File: config.mk
export PLATFORM = sky130hd
export DESIGN_NAME = ctx_switch_seq_flat
export DESIGN_NICKNAME = d
export VERILOG_FILES = /design/src/rtl/ctx_switch_seq_pkg.sv /design/src/rtl/ctx_switch_seq_if.sv /design/src/rtl/ctx_switch_seq_iter.sv /design/src/rtl/ctx_switch_seq.sv /design/src/flat_wrapper.sv
export SDC_FILE = /design/constraint.sdc
export NUM_CORES = 1
export LEC_CHECK = 0
export ABC_CLOCK_PERIOD_IN_PS = 2900
export BUFFER_PORTS_ARGS = -buffer_cell sky130_fd_sc_hd__buf_2
export CORE_AREA = 2 2 97 99
export CTS_CLUSTER_SIZE = 24
export DETAILED_ROUTE_END_ITERATION = 7
export DIE_AREA = 0 0 99 101
export HOLD_SLACK_MARGIN = 0.15
export PLACE_DENSITY_LB_ADDON = 0.25
export SLEW_MARGIN = 20
export SYNTH_ARGS = -nofsm -noshare
export SYNTH_HDL_FRONTEND = slang
export SYNTH_SLANG_ARGS = --single-unit
File: constraint.sdc
create_clock -name clk -period 2.9 [get_ports clk]
set_clock_uncertainty 0.1 [all_clocks]
set_input_delay 0.29 -clock clk [delete_from_list [all_inputs] [get_ports clk]]
set_output_delay 0.29 -clock clk [all_outputs]
set_load 0.005 [all_outputs]
File: src/rtl/ctx_switch_seq_pkg.sv
// Shared definitions for the context save/restore sequencer.
// Latency: n/a (constants, types and helpers only).
// Backpressure: n/a.
// Register-bank aliases, transfer defaults and FSM state encodings.
package ctx_switch_seq_pkg;

    localparam int unsigned REG_AW = 5;
    localparam int unsigned DATA_W = 32;

    // Register aliases
    localparam logic [4:0] R_ZERO = 5'd0;
    localparam logic [4:0] RS1    = 5'd20;
    localparam logic [4:0] RS2    = 5'd21;
    localparam logic [4:0] RS3    = 5'd22;
    localparam logic [4:0] RS4    = 5'd23;
    localparam logic [4:0] RS5    = 5'd24;
    localparam logic [4:0] RS6    = 5'd25;
    localparam logic [4:0] RSP    = 5'd26;
    localparam logic [4:0] RBP    = 5'd27;
    localparam logic [4:0] RA     = 5'd28;
    localparam logic [4:0] RRET   = 5'd31;

    // Transfer defaults: r0 is hard-wired and never moved
    localparam int unsigned FIRST_REG_DEF  = 1;
    localparam int unsigned LAST_REG_DEF   = 31;
    localparam int unsigned SLOT_BYTES_DEF = 4;

    typedef enum logic [1:0] {
        IDLE = 2'd0,
        SAVE = 2'd1,
        REST = 2'd2,
        DONE = 2'd3
    } state_e;

    // Byte address of a context slot; 32-bit modular, wrap is legal
    function automatic logic [31:0] slot_addr(input logic [31:0] base,
                                              input logic [4:0]  slot,
                                              input int unsigned stride);
        return base + ({27'd0, slot} * 32'(stride));
    endfunction

endpackage

File: src/rtl/ctx_switch_seq_if.sv
// Memory-side bus of the context sequencer (single outstanding request).
// Latency: transfer completes in any cycle with a request high and mem_ready=1.
// Backpressure: mem_ready=0 stretches the current beat; requester holds all outputs.
// Members: mem_addr/mem_wdata/mem_we/mem_re driven by master, mem_rdata/mem_ready by slave.
interface ctx_switch_seq_if;

    logic [31:0] mem_addr;
    logic [31:0] mem_wdata;
    logic        mem_we;
    logic        mem_re;
    logic [31:0] mem_rdata;
    logic        mem_ready;

    modport master (
        output mem_addr,
        output mem_wdata,
        output mem_we,
        output mem_re,
        input  mem_rdata,
        input  mem_ready
    );

    modport slave (
        input  mem_addr,
        input  mem_wdata,
        input  mem_we,
        input  mem_re,
        output mem_rdata,
        output mem_ready
    );

endinterface

File: src/rtl/ctx_switch_seq_iter.sv
// Register-index and context-slot counters for the save/restore walk.
// Latency: counters update on the posedge after init_i/adv_i; last_o is combinational.
// Backpressure: holds while adv_i is low (memory wait states).
// Ports: clk, reset (sync active-low), init_i, adv_i -> idx_o, slot_o, last_o.
// Build option SKIP_OS_REGS_EN: idx jumps over RS1..RS6 while slot stays contiguous.
module ctx_reg_iter
    import ctx_switch_seq_pkg::*;
#(
    parameter int unsigned FIRST_REG = FIRST_REG_DEF,
    parameter int unsigned LAST_REG  = LAST_REG_DEF
) (
    input  logic       clk,
    input  logic       reset,
    input  logic       init_i,
    input  logic       adv_i,
    output logic [4:0] idx_o,
    output logic [4:0] slot_o,
    output logic       last_o
);

    localparam logic [4:0] FIRST_IDX = 5'(FIRST_REG);
    localparam logic [4:0] LAST_IDX  = 5'(LAST_REG);

`ifdef SKIP_OS_REGS_EN
    localparam logic SKIP_EN = 1'b1;
`else
    localparam logic SKIP_EN = 1'b0;
`endif

    logic [4:0] idx_q,  idx_d;
    logic [4:0] slot_q, slot_d;
    logic [4:0] idx_inc;

    assign idx_inc = idx_q + 5'd1;

    always_comb begin
        idx_d  = idx_q;
        slot_d = slot_q;
        if (init_i) begin
            idx_d  = FIRST_IDX;
            slot_d = 5'd0;
        end else if (adv_i) begin
            // OS-reserved block is stepped over in one hop so slots stay dense
            if (SKIP_EN && (idx_inc == RS1)) begin
                idx_d = RS6 + 5'd1;
            end else begin
                idx_d = idx_inc;
            end
            slot_d = slot_q + 5'd1;
        end
    end

    always_ff @(posedge clk) begin
        if (!reset) begin
            idx_q  <= 5'd0;
            slot_q <= 5'd0;
        end else begin
            idx_q  <= idx_d;
            slot_q <= slot_d;
        end
    end

    assign idx_o  = idx_q;
    assign slot_o = slot_q;
    assign last_o = (idx_q == LAST_IDX);

endmodule

File: src/rtl/ctx_switch_seq.sv
// Context-switch sequencer: saves/restores r1..r31 between the register bank and memory.
// Latency: zero-wait set = start cycle, one beat per cycle, done pulse, then IDLE.
// Backpressure: mem_ready=0 freezes the beat; CPU stalled (cpu_stall_o) whenever busy.
// Ports: clk, reset (sync active-low); start_save_i/start_rest_i/ctx_base_i requests;
//   busy_o/done_o/cpu_stall_o status; cpu_* pipeline write port; rf_* bank port;
//   mem (ctx_switch_seq_if.master) memory bus.
// Build option SKIP_OS_REGS_EN: skip RS1..RS6 (25 beats instead of 31).
module ctx_switch_seq
    import ctx_switch_seq_pkg::*;
#(
    parameter int unsigned FIRST_REG  = FIRST_REG_DEF,
    parameter int unsigned LAST_REG   = LAST_REG_DEF,
    parameter int unsigned SLOT_BYTES = SLOT_BYTES_DEF
) (
    input  logic               clk,
    input  logic               reset,

    input  logic               start_save_i,
    input  logic               start_rest_i,
    input  logic [31:0]        ctx_base_i,
    output logic               busy_o,
    output logic               done_o,
    output logic               cpu_stall_o,

    input  logic               cpu_we_i,
    input  logic [4:0]         cpu_waddr_i,
    input  logic [31:0]        cpu_wdata_i,

    output logic [4:0]         rf_raddr_o,
    input  logic [31:0]        rf_rdata_i,
    output logic               rf_we_o,
    output logic [4:0]         rf_waddr_o,
    output logic [31:0]        rf_wdata_o,

    ctx_switch_seq_if.master   mem
);

    state_e      state_q, state_d;
    logic [31:0] base_q,  base_d;

    logic        iter_init;
    logic        iter_adv;
    logic [4:0]  idx;
    logic [4:0]  slot;
    logic        last;
    logic        beat_ok;

    // A beat finishes only in a transfer state with the memory ready
    assign beat_ok  = ((state_q == SAVE) || (state_q == REST)) && mem.mem_ready;
    assign iter_adv = beat_ok;

    ctx_reg_iter #(
        .FIRST_REG (FIRST_REG),
        .LAST_REG  (LAST_REG)
    ) u_iter (
        .clk    (clk),
        .reset  (reset),
        .init_i (iter_init),
        .adv_i  (iter_adv),
        .idx_o  (idx),
        .slot_o (slot),
        .last_o (last)
    );

    // Next-state logic
    always_comb begin
        state_d   = state_q;
        base_d    = base_q;
        iter_init = 1'b0;
        unique case (state_q)
            IDLE: begin
                // Save has priority; a simultaneous restore request is dropped
                if (start_save_i) begin
                    state_d   = SAVE;
                    base_d    = ctx_base_i;
                    iter_init = 1'b1;
                end else if (start_rest_i) begin
                    state_d   = REST;
                    base_d    = ctx_base_i;
                    iter_init = 1'b1;
                end
            end
            SAVE, REST: begin
                if (beat_ok && last) begin
                    state_d = DONE;
                end
            end
            DONE: begin
                state_d = IDLE;
            end
            default: begin
                state_d = IDLE;
            end
        endcase
    end

    always_ff @(posedge clk) begin
        if (!reset) begin
            state_q <= IDLE;
            base_q  <= 32'd0;
        end else begin
            state_q <= state_d;
            base_q  <= base_d;
        end
    end

    // Status
    assign busy_o      = (state_q != IDLE);
    assign cpu_stall_o = busy_o;
    assign done_o      = (state_q == DONE);

    // Memory side: outputs depend only on state/counters, so they hold during waits
    assign mem.mem_we    = (state_q == SAVE);
    assign mem.mem_re    = (state_q == REST);
    assign mem.mem_addr  = slot_addr(base_q, slot, SLOT_BYTES);
    assign mem.mem_wdata = rf_rdata_i;

    // Bank side: pipeline owns the write port only in IDLE
    assign rf_raddr_o = idx;

    always_comb begin
        rf_we_o    = 1'b0;
        rf_waddr_o = idx;
        rf_wdata_o = mem.mem_rdata;
        if (state_q == IDLE) begin
            rf_we_o    = cpu_we_i;
            rf_waddr_o = cpu_waddr_i;
            rf_wdata_o = cpu_wdata_i;
        end else if (state_q == REST) begin
            rf_we_o    = mem.mem_ready;
        end
    end

endmodule

File: src/flat_wrapper.sv
// flat-port wrapper written by rule: the top's interface ports become plain ports
module ctx_switch_seq_flat import ctx_switch_seq_pkg::*;
#(
    parameter int unsigned FIRST_REG  = FIRST_REG_DEF,
    parameter int unsigned LAST_REG   = LAST_REG_DEF,
    parameter int unsigned SLOT_BYTES = SLOT_BYTES_DEF
)
  (clk, reset, start_save_i, start_rest_i, ctx_base_i, busy_o, done_o, cpu_stall_o, cpu_we_i, cpu_waddr_i, cpu_wdata_i, rf_raddr_o, rf_rdata_i, rf_we_o, rf_waddr_o, rf_wdata_o, mem_mem_addr, mem_mem_wdata, mem_mem_we, mem_mem_re, mem_mem_rdata, mem_mem_ready);
  ctx_switch_seq_if mem_i ();
  input  logic clk;
  input  logic reset;
  input  logic start_save_i;
  input  logic start_rest_i;
  input  logic [31:0] ctx_base_i;
  output logic busy_o;
  output logic done_o;
  output logic cpu_stall_o;
  input  logic cpu_we_i;
  input  logic [4:0] cpu_waddr_i;
  input  logic [31:0] cpu_wdata_i;
  output logic [4:0] rf_raddr_o;
  input  logic [31:0] rf_rdata_i;
  output logic rf_we_o;
  output logic [4:0] rf_waddr_o;
  output logic [31:0] rf_wdata_o;
  output wire logic [$bits(mem_i.mem_addr)-1:0] mem_mem_addr;
  output wire logic [$bits(mem_i.mem_wdata)-1:0] mem_mem_wdata;
  output wire logic [$bits(mem_i.mem_we)-1:0] mem_mem_we;
  output wire logic [$bits(mem_i.mem_re)-1:0] mem_mem_re;
  input wire logic [$bits(mem_i.mem_rdata)-1:0] mem_mem_rdata;
  input wire logic [$bits(mem_i.mem_ready)-1:0] mem_mem_ready;
  assign mem_mem_addr = mem_i.mem_addr;
  assign mem_mem_wdata = mem_i.mem_wdata;
  assign mem_mem_we = mem_i.mem_we;
  assign mem_mem_re = mem_i.mem_re;
  assign mem_i.mem_rdata = mem_mem_rdata;
  assign mem_i.mem_ready = mem_mem_ready;
  ctx_switch_seq #(.FIRST_REG(FIRST_REG), .LAST_REG(LAST_REG), .SLOT_BYTES(SLOT_BYTES)) u_core (.clk(clk), .reset(reset), .start_save_i(start_save_i), .start_rest_i(start_rest_i), .ctx_base_i(ctx_base_i), .busy_o(busy_o), .done_o(done_o), .cpu_stall_o(cpu_stall_o), .cpu_we_i(cpu_we_i), .cpu_waddr_i(cpu_waddr_i), .cpu_wdata_i(cpu_wdata_i), .rf_raddr_o(rf_raddr_o), .rf_rdata_i(rf_rdata_i), .rf_we_o(rf_we_o), .rf_waddr_o(rf_waddr_o), .rf_wdata_o(rf_wdata_o), .mem(mem_i));
endmodule
# Word-level counts from Yosys, hierarchy flattened
# Index checks and enable logic that the tools add are counted.
# word_totals
reg_bits	44
input_bits	139
out_inout_bits	112
word_cells	41
# classes
add_sub_neg	3
n_eq_ne	6
muxes	15
n_bitwise	1
reduce_logical	11
# op_table
op	count
32-bit 2-to-1 mux	3
32-bit by 7-bit adder with 32-bit output	1
5-bit by 1-bit adder with 5-bit output, second input constant	2
1-bit 2-to-1 mux	7
2-bit 2-to-1 mux	3
2-bit one-hot mux with 3 select lines	1
2-bit nonzero test	3
5-bit == test, second input constant	1
5-bit 2-to-1 mux	1
2-bit == test, second input constant	2
2-bit AND reduction	2
2-bit OR reduction	2
3-bit inequality test, second input constant	1
2-bit by 1-bit == test with 1-bit output, second input constant	1
1-bit logical AND	2
2-bit zero test	1
2-bit by 1-bit inequality test with 1-bit output, second input constant	1
1-bit logical OR	1
1-bit NOT	1

# Logic depth before layout (Yosys ltp)
# Gate-level depths: netlist of the first run.
# depth
ltp_word	6
mapped_depth	9

# Modules after synthesis
# A second synthesis of the first run with hierarchy kept.
# unflattened
hier_cells	397
hier_area_um2	3393.3
# modules_own_cells
mod	n_inst	cells_each	area_each_um2
ctx_switch_seq	1	353	2922.8
ctx_reg_iter	1	44	470.5

# Worst setup path after synthesis of the first run
# Ideal clock, no wire load.
# synth_path
kind	register to output
startpoint	reg u_core.u_iter.slot_q[0] (netlist: u_core.u_iter.slot_o[0])
endpoint	out mem_mem_addr[22]
arrival_time_ns	1.772
setup_slack_ns	0.738
stages_incl_launch_ff	10
path_buffers	1
cell_sequence	dfxtp_1 -> ha_1 -> inv_1 -> fa_1 -> inv_1 -> a21o_1 -> a31o_2 -> buf_2 -> nand4_1 -> xnor2_1
# synth_between
elab_chain_len	1
# synth_rtl
element	line_no	rtl
from (decl)	ctx_switch_seq_iter.sv:31	logic [4:0] slot_q, slot_d;
from (signal assigned)	ctx_switch_seq_iter.sv:59	slot_q <= slot_d;
32-bit by 7-bit adder with 32-bit output	ctx_switch_seq_pkg.sv:39	return base + ({27'd0, slot} * 32'(stride));
to (decl)	flat_wrapper.sv:26	output wire logic [$bits(mem_i.mem_addr)-1:0] mem_mem_addr;
# No other way between the ends.

# Worst setup path after layout of the first run
# layout_path
startpoint	reg u_core.u_iter.slot_q[0] (netlist: u_core.u_iter.slot_o[0])
endpoint	out mem_mem_addr[26]
# Same word-level chain as after synthesis.

==> impl_metrics.json, run 1 <==
{
  "worstRegToRegCells": 7,
  "timing.critical_path.required_ns": 2.51,
  "cts-root-buf": "sky130_fd_sc_hd__clkbuf_8",
  "hold_class": "input port to register",
  "synth_async_sr_flop_share_pct": 0,
  "route.vias.total": 3077,
  "first_iter_violations": 55,
  "layout_common_cells": "sky130_fd_sc_hd__buf_2, sky130_fd_sc_hd__nand2_1, sky130_fd_sc_hd__dfxtp_1",
  "worst_path_dominant_cell_family": "adder cells",
  "io_buffers": 186,
  "wire_length_of_the_first_global_routing_pass_mm": 14.0,
  "post_synth_inst_count": 377,
  "firstDrtPassIters": 7,
  "avgSynthCellArea_um2": 8.38,
  "mostFrequentLayoutCell": "sky130_fd_sc_hd__buf_2",
  "fillerInstances": 903,
  "fin_ws_ns": 0.271,
  "grtUsageTotal_pct": 17.1,
  "via_per_inst": 4.73,
  "antenna_cells_inserted": 0,
  "number_of_antenna_violating_nets_in_the_routed_design": 0,
  "critPathMaxStageDelay_ns": 0.40,
  "worst_path_clk_slew_ns": 0.08,
  "synth.ff_latch_count": 44,
  "yosysWarnings": 0,
  "sequentialPowerShare_pct": 32.8,
  "net_sw_power_mw": 1.02,
  "grt.overflow.total": 0,
  "timing.final.hold_violations": 0,
  "grt_max_degree": 37,
  "num_cts_buffers": 5,
  "crit_arrival_ns": 2.24,
  "critical_path_cell_count": 9,
  "clock_sink_count": 44,
  "max_clock_freq_mhz": 380,
  "clockBufferDepth": 2,
  "cp-end-kind": "output pin",
  "max-slew-margin-rel_pct": 63.4,
  "switching_share_pct": 38.1,
  "clk_latency_ns": 0.29,
  "timing.final.crit_share_pct": 90.6,
  "timing.final.setup_violations": 0,
  "slowest_stage": "sky130_fd_sc_hd__dfxtp_1",
  "die_height_um": 101,
  "post_synth_num_cell_types": 37,
  "coreArea_mm2": 0.00898,
  "postSynth.topFlopCell": "sky130_fd_sc_hd__dfxtp_1",
  "grt_setup_unrepaired": "false",
  "wl_met2_mm": 4.40,
  "top_layer": "met4",
  "cts_tree": "yes",
  "worstPathCellList": "ha_1, inv_1, fa_1, inv_1, a21o_1, a31o_4, nand4_1, xnor2_1, buf_2",
  "die_width_um": 99,
  "seq_area_frac_synth_pct": 27.9,
  "critical_path.max_fanout": 12,
  "nets": 690,
  "synth_edf_count": 0,
  "final_weighted_congestion_of_routability_driven_global_placement": 0.813,
  "maximum_level_of_the_cts_h_tree": 2,
  "design.die.area_mm2": 0.0100,
  "leakagePower_nw": 2.08,
  "power.ir.vdd_worst_uv": 462,
  "drcViolationCount": 0,
  "outcome": "completed",
  "dp_worst_setup_slack_ns": 0.501,
  "grt_antenna_before_repair": 0,
  "final_period_minus_worst_setup_slack_ns": 2.63,
  "area_growth_syn_to_layout_pct": 32.6,
  "routedWlPerCell_um": 13.5,
  "p_clk_share_pct": 14.6,
  "timing.final.max_slew_violations": 0,
  "timing.critical_path.mode_cell": "sky130_fd_sc_hd__inv_1",
  "cellInternalPower_mw": 1.65,
  "postRouteWirelength_mm": 8.77,
  "hold_path_depth": 3,
  "placement_row_count": 35,
  "power_frac_comb_pct": 52.6,
  "critical_path_class": "register to output pin",
  "setup.worst_path.start_class": "register",
  "start_util_pct": 35.2,
  "crit_buf_inv": 3,
  "io_pins": 251,
  "hpwl_mm": 7.15,
  "fraction_of_layout_cells_with_a_size_suffix_above_1_pct": 46.0,
  "wirelength_met1_mm": 3.58,
  "power_per_cell_area_mw_per_mm2": 638,
  "synth_nets": 529,
  "final.setup.tns_ns": 0,
  "max_cap_viol_count": 0,
  "first_global_vias": 2973,
  "route.met3.wl_um": 581,
  "timing_worst_slew_pin_value_ns": 0.548,
  "area_of_the_mapped_netlist_mm2": 0.00316
}
[worst reg2reg max path: stages (launching register included)]
cell and delay, ns:
sky130_fd_sc_hd__dfxtp_1 0.39, sky130_fd_sc_hd__inv_1 0.09, sky130_fd_sc_hd__ha_2 0.31, sky130_fd_sc_hd__buf_4 0.25, sky130_fd_sc_hd__o21ai_2 0.08, sky130_fd_sc_hd__buf_4 0.34
sky130_fd_sc_hd__nand2_1 0.11, sky130_fd_sc_hd__a21boi_0 0.17
[final timing paths]
check	slack [ns]	start	endpoint
min	0.15	ctx_base_i[19]	u_core.base_q[19]$_SDFFE_PN0P_
min reg2reg	0.37	u_core.base_q[1]$_SDFFE_PN0P_	u_core.base_q[1]$_SDFFE_PN0P_
max	0.27	u_core.u_iter.slot_o[0]$_SDFFE_PP0P_	mem_mem_addr[26]
max reg2reg	1.00	u_core.state_q[0]$_SDFFE_PN0P_	u_core.base_q[24]$_SDFFE_PN0P_
[what timing repair did]
action | 4_1_cts | 5_1_grt
endpoints found under the setup margin | 0 | 3
endpoints found under the hold margin | 16 | 0
setup buffers | 0 | 0
hold buffers | 16 | 0
resized for setup | 0 | 1
[per-stage QoR]
stage | instances | total power [mW] | area, um^2 | utilization, % | hold slack (ns)
2_1_floorplan | 377 | 1.78 | 3160 | - | 0.325
3_3_place_gp | 626 | 2.28 | 3930 | 43.8 | 0.354
3_5_place_dp | 626 | 2.30 | 3930 | 43.8 | 0.359
4_1_cts | 650 | 2.72 | 4180 | 46.6 | 0.151
5_1_grt | 650 | 2.89 | 4190 | 46.6 | 0.152
6_report | 650 | 2.67 | 4190 | 46.6 | 0.154
[metal layers]
metal,vias up,global-route usage [%]
li1,1541,-
met1,1386,19.0
met2,135,32.1
met3,15,3.19
met4,0,6.64
met5,-,0
[cells in the mapped netlist (2+ instances only)]
master	count	area, um^2
sky130_fd_sc_hd__nand4_1	12	75.1
sky130_fd_sc_hd__and2_1	2	12.5
sky130_fd_sc_hd__mux2_2	37	417
sky130_fd_sc_hd__and4_4	2	22.5
sky130_fd_sc_hd__buf_2	13	65.1
sky130_fd_sc_hd__and3_1	5	31.3
sky130_fd_sc_hd__mux2i_1	2	20.0
sky130_fd_sc_hd__nor2_1	9	33.8
sky130_fd_sc_hd__nand2_1	83	312
sky130_fd_sc_hd__xnor2_1	28	245
sky130_fd_sc_hd__a21oi_1	8	40.0
sky130_fd_sc_hd__dfxtp_1	44	881
sky130_fd_sc_hd__ha_1	12	150
sky130_fd_sc_hd__clkbuf_1	4	15.0
sky130_fd_sc_hd__a21boi_1	6	45.0
sky130_fd_sc_hd__inv_1	11	41.3
sky130_fd_sc_hd__xor2_1	7	61.3
sky130_fd_sc_hd__a21boi_0	27	203
sky130_fd_sc_hd__buf_4	36	270
sky130_fd_sc_hd__nand3_1	12	60.1
[kinds of logic (layout without fill, tap and decap cells)]
kind of cell | count (synthesis) | after routing | share of synthesized area (%)
flops | 44 | 44 | 27.9
mux | 39 | 39 | 13.8
xor+xnor | 35 | 35 | 9.70
compound gates | 48 | 48 | 10.7
buf+inv | 65 | 227 | 12.5
fa+ha+maj | 13 | 13 | 5.39
simple gates | 133 | 133 | 20.0
[registers in the layout (all words and copies together), names as in the netlist]
name,cells
u_core.base_q,32
u_core.state_q,2
u_core.u_iter.idx_o,5
u_core.u_iter.slot_o,5
[power by group through the flow]
stage / logic, mW / registers, mW / clock network (mW)
2_1_floorplan: 0.922 / 0.853 / 0
3_3_place_gp: 1.39 / 0.885 / 0
3_5_place_dp: 1.41 / 0.889 / 0
4_1_cts: 1.43 / 0.876 / 0.407
5_1_grt: 1.56 / 0.896 / 0.437
6_report: 1.40 / 0.876 / 0.389
[area by class of cell]
class / instances / area, um^2 / area share [%]
well taps: 111 / 139 / 3.32
flip-flops and latches: 44 / 881 / 21.0
repair buffers: 208 / 1140 / 27.1
multi-input cells: 268 / 1900 / 45.4
inverters: 11 / 41.3 / 0.986
clock buffers: 8 / 90.1 / 2.15
Power figures use the tool's default switching activity.
==> run 2, diff against run 1 <==
--- a/config.mk
+++ b/config.mk
@@ -6,7 +6,7 @@
 export NUM_CORES = 1
 export LEC_CHECK = 0
 export ABC_CLOCK_PERIOD_IN_PS = 2900
-export BUFFER_PORTS_ARGS = -buffer_cell sky130_fd_sc_hd__buf_2
+export BUFFER_PORTS_ARGS = -buffer_cell sky130_fd_sc_hd__buf_4
 export CORE_AREA = 2 2 97 99
 export CTS_CLUSTER_SIZE = 24
 export DETAILED_ROUTE_END_ITERATION = 7
==> run 2 against run 1 <==
Sequential power about the same. Non-clock buffer count unchanged. Global-route usage up 0.15 points. Cell area up 11%. Die area unchanged. Via count down 1.5%. Maximum frequency down 0.83%. Clock-buffer cell count unchanged. Critical path depth unchanged. Combinational power up 16%. First-iteration DRC count up 5.5%. Setup slack worse by 0.022 ns.
==> impl_metrics.json, run 2 (synthesized netlist as in run 1, its figures left out) <==
{
  "drcViolationCount": 0,
  "max_flop_register": "u_core.base_q",
  "max_cap_viol_count": 0,
  "cts-root-buf": "sky130_fd_sc_hd__clkbuf_8",
  "slowest_stage": "sky130_fd_sc_hd__dfxtp_1",
  "first_iter_violations": 58,
  "antenna_cells_inserted": 0,
  "grtUsageTotal_pct": 17.2,
  "layout_common_cells": "sky130_fd_sc_hd__buf_4, sky130_fd_sc_hd__nand2_1, sky130_fd_sc_hd__dfxtp_1",
  "power_per_cell_area_mw_per_mm2": 622,
  "worstHoldEndpoint": "u_core.base_q[31]$_SDFFE_PN0P_",
  "setup.worst_path.start_class": "register",
  "critical_path.reg2reg.startpoint": "u_core.state_q[0]$_SDFFE_PN0P_",
  "design.die.area_mm2": 0.0100,
  "leakagePower_nw": 2.21,
  "start_util_pct": 35.2,
  "critical_path.max_fanout": 12,
  "mostFrequentLayoutCell": "sky130_fd_sc_hd__buf_4",
  "clk_latency_ns": 0.28,
  "switching_share_pct": 35.8,
  "timing_worst_slew_pin_value_ns": 0.668,
  "power_frac_comb_pct": 56.3,
  "die_height_um": 101,
  "firstDrtPassIters": 4,
  "timing.rr.end": "u_core.base_q[4]$_SDFFE_PN0P_",
  "clockBufferDepth": 2,
  "max-slew-margin-rel_pct": 55.5,
  "hold_class": "input port to register",
  "timing.final.setup_violations": 0,
  "worstPathCellList": "ha_1, inv_1, fa_1, inv_1, a21o_1, a31o_4, nand4_1, xnor2_1, buf_4",
  "postCtsSetupRepairBufs": 0,
  "first_global_vias": 2941,
  "worst_path_clk_slew_ns": 0.08,
  "timing.final.crit_share_pct": 91.4,
  "timing.final.max_slew_violations": 0,
  "sequentialPowerShare_pct": 30.3,
  "timing.critical_path.required_ns": 2.51,
  "number_of_antenna_violating_nets_in_the_routed_design": 0,
  "p_clk_share_pct": 13.4,
  "final_weighted_congestion_of_routability_driven_global_placement": 0.795,
  "timing.final.hold_violations": 0,
  "via_per_inst": 4.66,
  "grt_max_degree": 37,
  "hold_path_depth": 3,
  "io_buffers": 186,
  "grt_setup_unrepaired": "false",
  "die_width_um": 99,
  "postRouteWirelength_mm": 9.11,
  "net_sw_power_mw": 1.04,
  "max_clock_freq_mhz": 377,
  "cp-end-kind": "output pin",
  "cts_tree": "yes",
  "route.vias.total": 3032,
  "maximum_level_of_the_cts_h_tree": 2,
  "final.setup.tns_ns": 0,
  "outcome": "completed",
  "io_pins": 251,
  "final_period_minus_worst_setup_slack_ns": 2.65,
  "fin_area_mm2": 0.00465,
  "fillerInstances": 829,
  "power.ir.vdd_worst_uv": 367,
  "nets": 690,
  "hpwl_mm": 7.37,
  "routedWlPerCell_um": 14.0,
  "holdCritStartpoint": "ctx_base_i[31]",
  "grt_antenna_before_repair": 0,
  "wire_length_of_the_first_global_routing_pass_mm": 14.1,
  "crit_arrival_ns": 2.26,
  "clock_sink_count": 44,
  "critical_path_class": "register to output pin",
  "grt.overflow.total": 0,
  "worstRegToRegCells": 6,
  "cellInternalPower_mw": 1.86,
  "fraction_of_layout_cells_with_a_size_suffix_above_1_pct": 46.0,
  "placement_row_count": 35,
  "num_cts_buffers": 5,
  "timing.critical_path.mode_cell": "sky130_fd_sc_hd__inv_1",
  "critPathMaxStageDelay_ns": 0.40,
  "r2r_setup_slack_ns": 0.77,
  "coreArea_mm2": 0.00898,
  "largest_register_ff_count": 32,
  "area_growth_syn_to_layout_pct": 47.3,
  "placedInstanceArea_mm2": 0.00439
}
run 2: cell counts in the layout (fill, tap and decap cells not counted):
Identical to the previous run, type by type.
run 2: per-layer routing:
layer / global-route usage, % / vias to the layer above / wire length [um]
met4: 5.90 / 0 / 114
li1: - / 1539 / -
met3: 3.68 / 12 / 614
met5: 0 / - / 0
met1: 19.4 / 1363 / 3640
met2: 32.1 / 118 / 4740
run 2: metrics by stage:
stage / hold WS (ns) / setup WS (ns) / power (mW) / utilization, % / std cells
2_1_floorplan: 0.325 / 0.738 / 1.78 / - / 377
3_3_place_gp: 0.356 / 0.556 / 2.50 / 48.9 / 626
3_5_place_dp: 0.359 / 0.461 / 2.52 / 48.9 / 626
4_1_cts: 0.150 / 0.123 / 2.94 / 51.4 / 647
5_1_grt: 0.156 / 0.0332 / 3.13 / 51.8 / 650
6_report: 0.161 / 0.249 / 2.89 / 51.8 / 650
run 2: power by group through the flow:
stage               Sequential, mW  Combinational, mW  Clock (mW)
floorplan                    0.853              0.922           0
global placement             0.884               1.62           0
detailed placement           0.888               1.64           0
CTS                          0.875               1.66       0.411
global route                 0.899               1.79       0.442
finish                       0.876               1.63       0.388
run 2: worst max-delay path by stage:
stage / start / slack, ns / end
2_1_floorplan: u_core.u_iter.slot_o[0]$_SDFFE_PP0P_ / 0.74 / mem_mem_addr[22]
3_3_place_gp: u_core.u_iter.slot_o[0]$_SDFFE_PP0P_ / 0.56 / mem_mem_addr[22]
3_5_place_dp: u_core.u_iter.slot_o[0]$_SDFFE_PP0P_ / 0.46 / mem_mem_addr[28]
4_1_cts: u_core.u_iter.slot_o[0]$_SDFFE_PP0P_ / 0.12 / mem_mem_addr[28]
5_1_grt: u_core.u_iter.slot_o[0]$_SDFFE_PP0P_ / 0.03 / mem_mem_addr[26]
6_report: u_core.u_iter.slot_o[0]$_SDFFE_PP0P_ / 0.25 / mem_mem_addr[28]
run 2: area by class of cell:
type | instances | area [um^2] | area share, %
clock buffers | 8 | 90.1 | 1.94
inverters | 11 | 41.3 | 0.887
multi-input cells | 268 | 1900 | 40.8
flip-flops and latches | 44 | 881 | 18.9
well taps | 111 | 139 | 2.98
repair buffers | 208 | 1600 | 34.4
run 2: critical path, delay by kind of cell (launching register included):
family	cells	cell delay [ns]
xor+xnor	1	0.16
compound gates	2	0.41
simple gates	1	0.14
flops	1	0.40
buf+inv	3	0.26
fa+ha+maj	2	0.58
run 2: timing repair:
action | 4_1_cts | 5_1_grt
endpoints found under the setup margin | 0 | 7
gates resized for setup | 0 | 1
endpoints found under the hold margin | 13 | 3
hold buffers | 13 | 3
==> run 3, diff against run 2 <==
--- a/config.mk
+++ b/config.mk
@@ -7,10 +7,10 @@
 export LEC_CHECK = 0
 export ABC_CLOCK_PERIOD_IN_PS = 2900
 export BUFFER_PORTS_ARGS = -buffer_cell sky130_fd_sc_hd__buf_4
-export CORE_AREA = 2 2 97 99
+export CORE_AREA = 5 5 95 97
 export CTS_CLUSTER_SIZE = 24
 export DETAILED_ROUTE_END_ITERATION = 7
-export DIE_AREA = 0 0 99 101
+export DIE_AREA = 0 0 100 102
 export HOLD_SLACK_MARGIN = 0.15
 export PLACE_DENSITY_LB_ADDON = 0.25
 export SLEW_MARGIN = 20
==> run 3 against run 2 <==
Maximum frequency is 0.70% lower. Worst hold slack got worse by 0.0050 ns. Die area is 2.0% higher. Total power is essentially flat. Critical path depth is the same. Sequential cell count did not move. Clock-buffer cell count shrank 2. Register-to-register slack got worse by 0.10 ns.
==> impl_metrics.json, run 3 (synthesized netlist as in run 1, its figures left out) <==
{
  "holdCritStartpoint": "ctx_base_i[15]",
  "postRouteWirelength_mm": 10.2,
  "critPathMaxStageDelay_ns": 0.41,
  "layout.core_utilization_pct": 56.8,
  "worstPathCellList": "ha_1, inv_1, fa_1, inv_1, a21o_1, a31o_4, nand4_1, xnor2_1, buf_4",
  "max_flop_register": "u_core.base_q",
  "firstDrtPassIters": 4,
  "timing.critical_path.required_ns": 2.51,
  "clk_latency_ns": 0.29,
  "antenna_cells_inserted": 0,
  "final_period_minus_worst_setup_slack_ns": 2.67,
  "num_cts_buffers": 5,
  "timing.final.hold_violations": 0,
  "first_global_vias": 3206,
  "grt.overflow.total": 0,
  "startpoint_of_the_worst_setup_timing_path": "u_core.u_iter.slot_o[0]$_SDFFE_PP0P_",
  "crit_arrival_ns": 2.28,
  "outcome": "completed",
  "io_buffers": 186,
  "power_per_cell_area_mw_per_mm2": 632,
  "timing_worst_slew_pin_value_ns": 0.740,
  "max_clock_freq_mhz": 375,
  "area_growth_syn_to_layout_pct": 44.8,
  "hpwl_mm": 8.40,
  "critical_path.max_fanout": 12,
  "switching_share_pct": 37.2,
  "crit_buf_inv": 3,
  "pnr_total_power_mw": 2.89,
  "max_cap_viol_count": 0,
  "cp-end-kind": "output pin",
  "io_pins": 251,
  "die_width_um": 100,
  "final_weighted_congestion_of_routability_driven_global_placement": 0.901,
  "grtUsageTotal_pct": 19.5,
  "grt_max_degree": 37,
  "worst_path_clk_slew_ns": 0.08,
  "layout_common_cells": "sky130_fd_sc_hd__buf_4, sky130_fd_sc_hd__nand2_1, sky130_fd_sc_hd__dfxtp_1",
  "critical_path.reg2reg.startpoint": "u_core.state_q[0]$_SDFFE_PN0P_",
  "design.die.area_mm2": 0.0102,
  "first_iter_violations": 62,
  "timing.hold.ws_ns": 0.156,
  "route.vias.total": 3104,
  "power_frac_comb_pct": 57.2,
  "net_sw_power_mw": 1.07,
  "grt_antenna_before_repair": 0,
  "grt_setup_unrepaired": "false",
  "nets": 684,
  "setup.worst_path.start_class": "register",
  "timing.final.setup_violations": 0,
  "drcViolationCount": 0,
  "timing.critical_path.mode_cell": "sky130_fd_sc_hd__inv_1",
  "postCtsSetupRepairBufs": 0,
  "worst_path_dominant_cell_family": "adder cells",
  "cts-root-buf": "sky130_fd_sc_hd__clkbuf_8",
  "leakagePower_nw": 2.18,
  "critical_path_class": "register to output pin",
  "timing.final.max_slew_violations": 0,
  "cellInternalPower_mw": 1.82,
  "clockBufferDepth": 2,
  "sequentialPowerShare_pct": 30.4,
  "hold_class": "input port to register",
  "number_of_antenna_violating_nets_in_the_routed_design": 0,
  "via_per_inst": 4.87,
  "mostFrequentLayoutCell": "sky130_fd_sc_hd__buf_4",
  "power.ir.vdd_worst_uv": 441,
  "clock_sink_count": 44,
  "largest_register_ff_count": 32,
  "fraction_of_layout_cells_with_a_size_suffix_above_1_pct": 46.4,
  "max-slew-margin-rel_pct": 50.7,
  "cts_tree": "yes",
  "coreArea_mm2": 0.00805,
  "p_clk_share_pct": 12.5,
  "fillerInstances": 738,
  "final.setup.tns_ns": 0,
  "routedWlPerCell_um": 16.0,
  "start_util_pct": 39.2,
  "slowest_stage": "sky130_fd_sc_hd__dfxtp_1",
  "maximum_level_of_the_cts_h_tree": 2,
  "timing.final.crit_share_pct": 92.1,
  "placement_row_count": 33,
  "die_height_um": 102,
  "wire_length_of_the_first_global_routing_pass_mm": 15.9
}
[run 3: routing by layer]
layer | up-vias | wire length [um] | track usage (%)
met1 | 1416 | 3610 | 20.4
met3 | 18 | 863 | 6.14
li1 | 1532 | - | -
met4 | 0 | 336 | 7.98
met2 | 138 | 5370 | 36.3
met5 | - | 0 | 0
[run 3: worst min-delay path, cell delays in order]
cell                       delay (ns)
sky130_fd_sc_hd__buf_4           0.11
sky130_fd_sc_hd__nand2_1         0.04
sky130_fd_sc_hd__a21boi_0        0.06
[run 3: what timing repair did]
action                     in CTS  in global routing
setup endpoints to repair       0                  4
hold buffers                   11                  0
hold endpoints to repair       11                  0
resized for setup               0                  1
[run 3: final timing paths]
check	slack, ns	to	cells after the start
min	0.16	u_core.base_q[15]$_SDFFE_PN0P_	3
max reg2reg	0.67	u_core.base_q[24]$_SDFFE_PN0P_	6
min reg2reg	0.37	u_core.base_q[2]$_SDFFE_PN0P_	2
max	0.23	mem_mem_addr[26]	9
[run 3: final cells by class]
cell class	instances	area [um^2]	area share, %
multi-input cells	268	1900	41.5
repair buffers	202	1540	33.7
flip-flops and latches	44	881	19.3
well taps	105	131	2.87
clock buffers	6	72.6	1.59
inverters	11	41.3	0.902
clock inverters	1	5.00	0.109
[run 3: per-stage QoR]
step / cells / worst slack [ns] / area, um^2
after floorplan: 377 / 0.738 / 3160
after global placement: 619 / 0.571 / 4380
after detailed placement: 619 / 0.466 / 4380
after CTS: 637 / 0.132 / 4570
after global routing: 637 / 0.0517 / 4580
final: 637 / 0.230 / 4580
[run 3: power by group through the flow]
stage	Clock (mW)	Sequential, mW	Combinational, mW
after CTS	0.373	0.877	1.67
after global routing	0.398	0.902	1.79
after global placement	0	0.884	1.64
after floorplan	0	0.853	0.922
after detailed placement	0	0.892	1.66
final	0.360	0.879	1.65
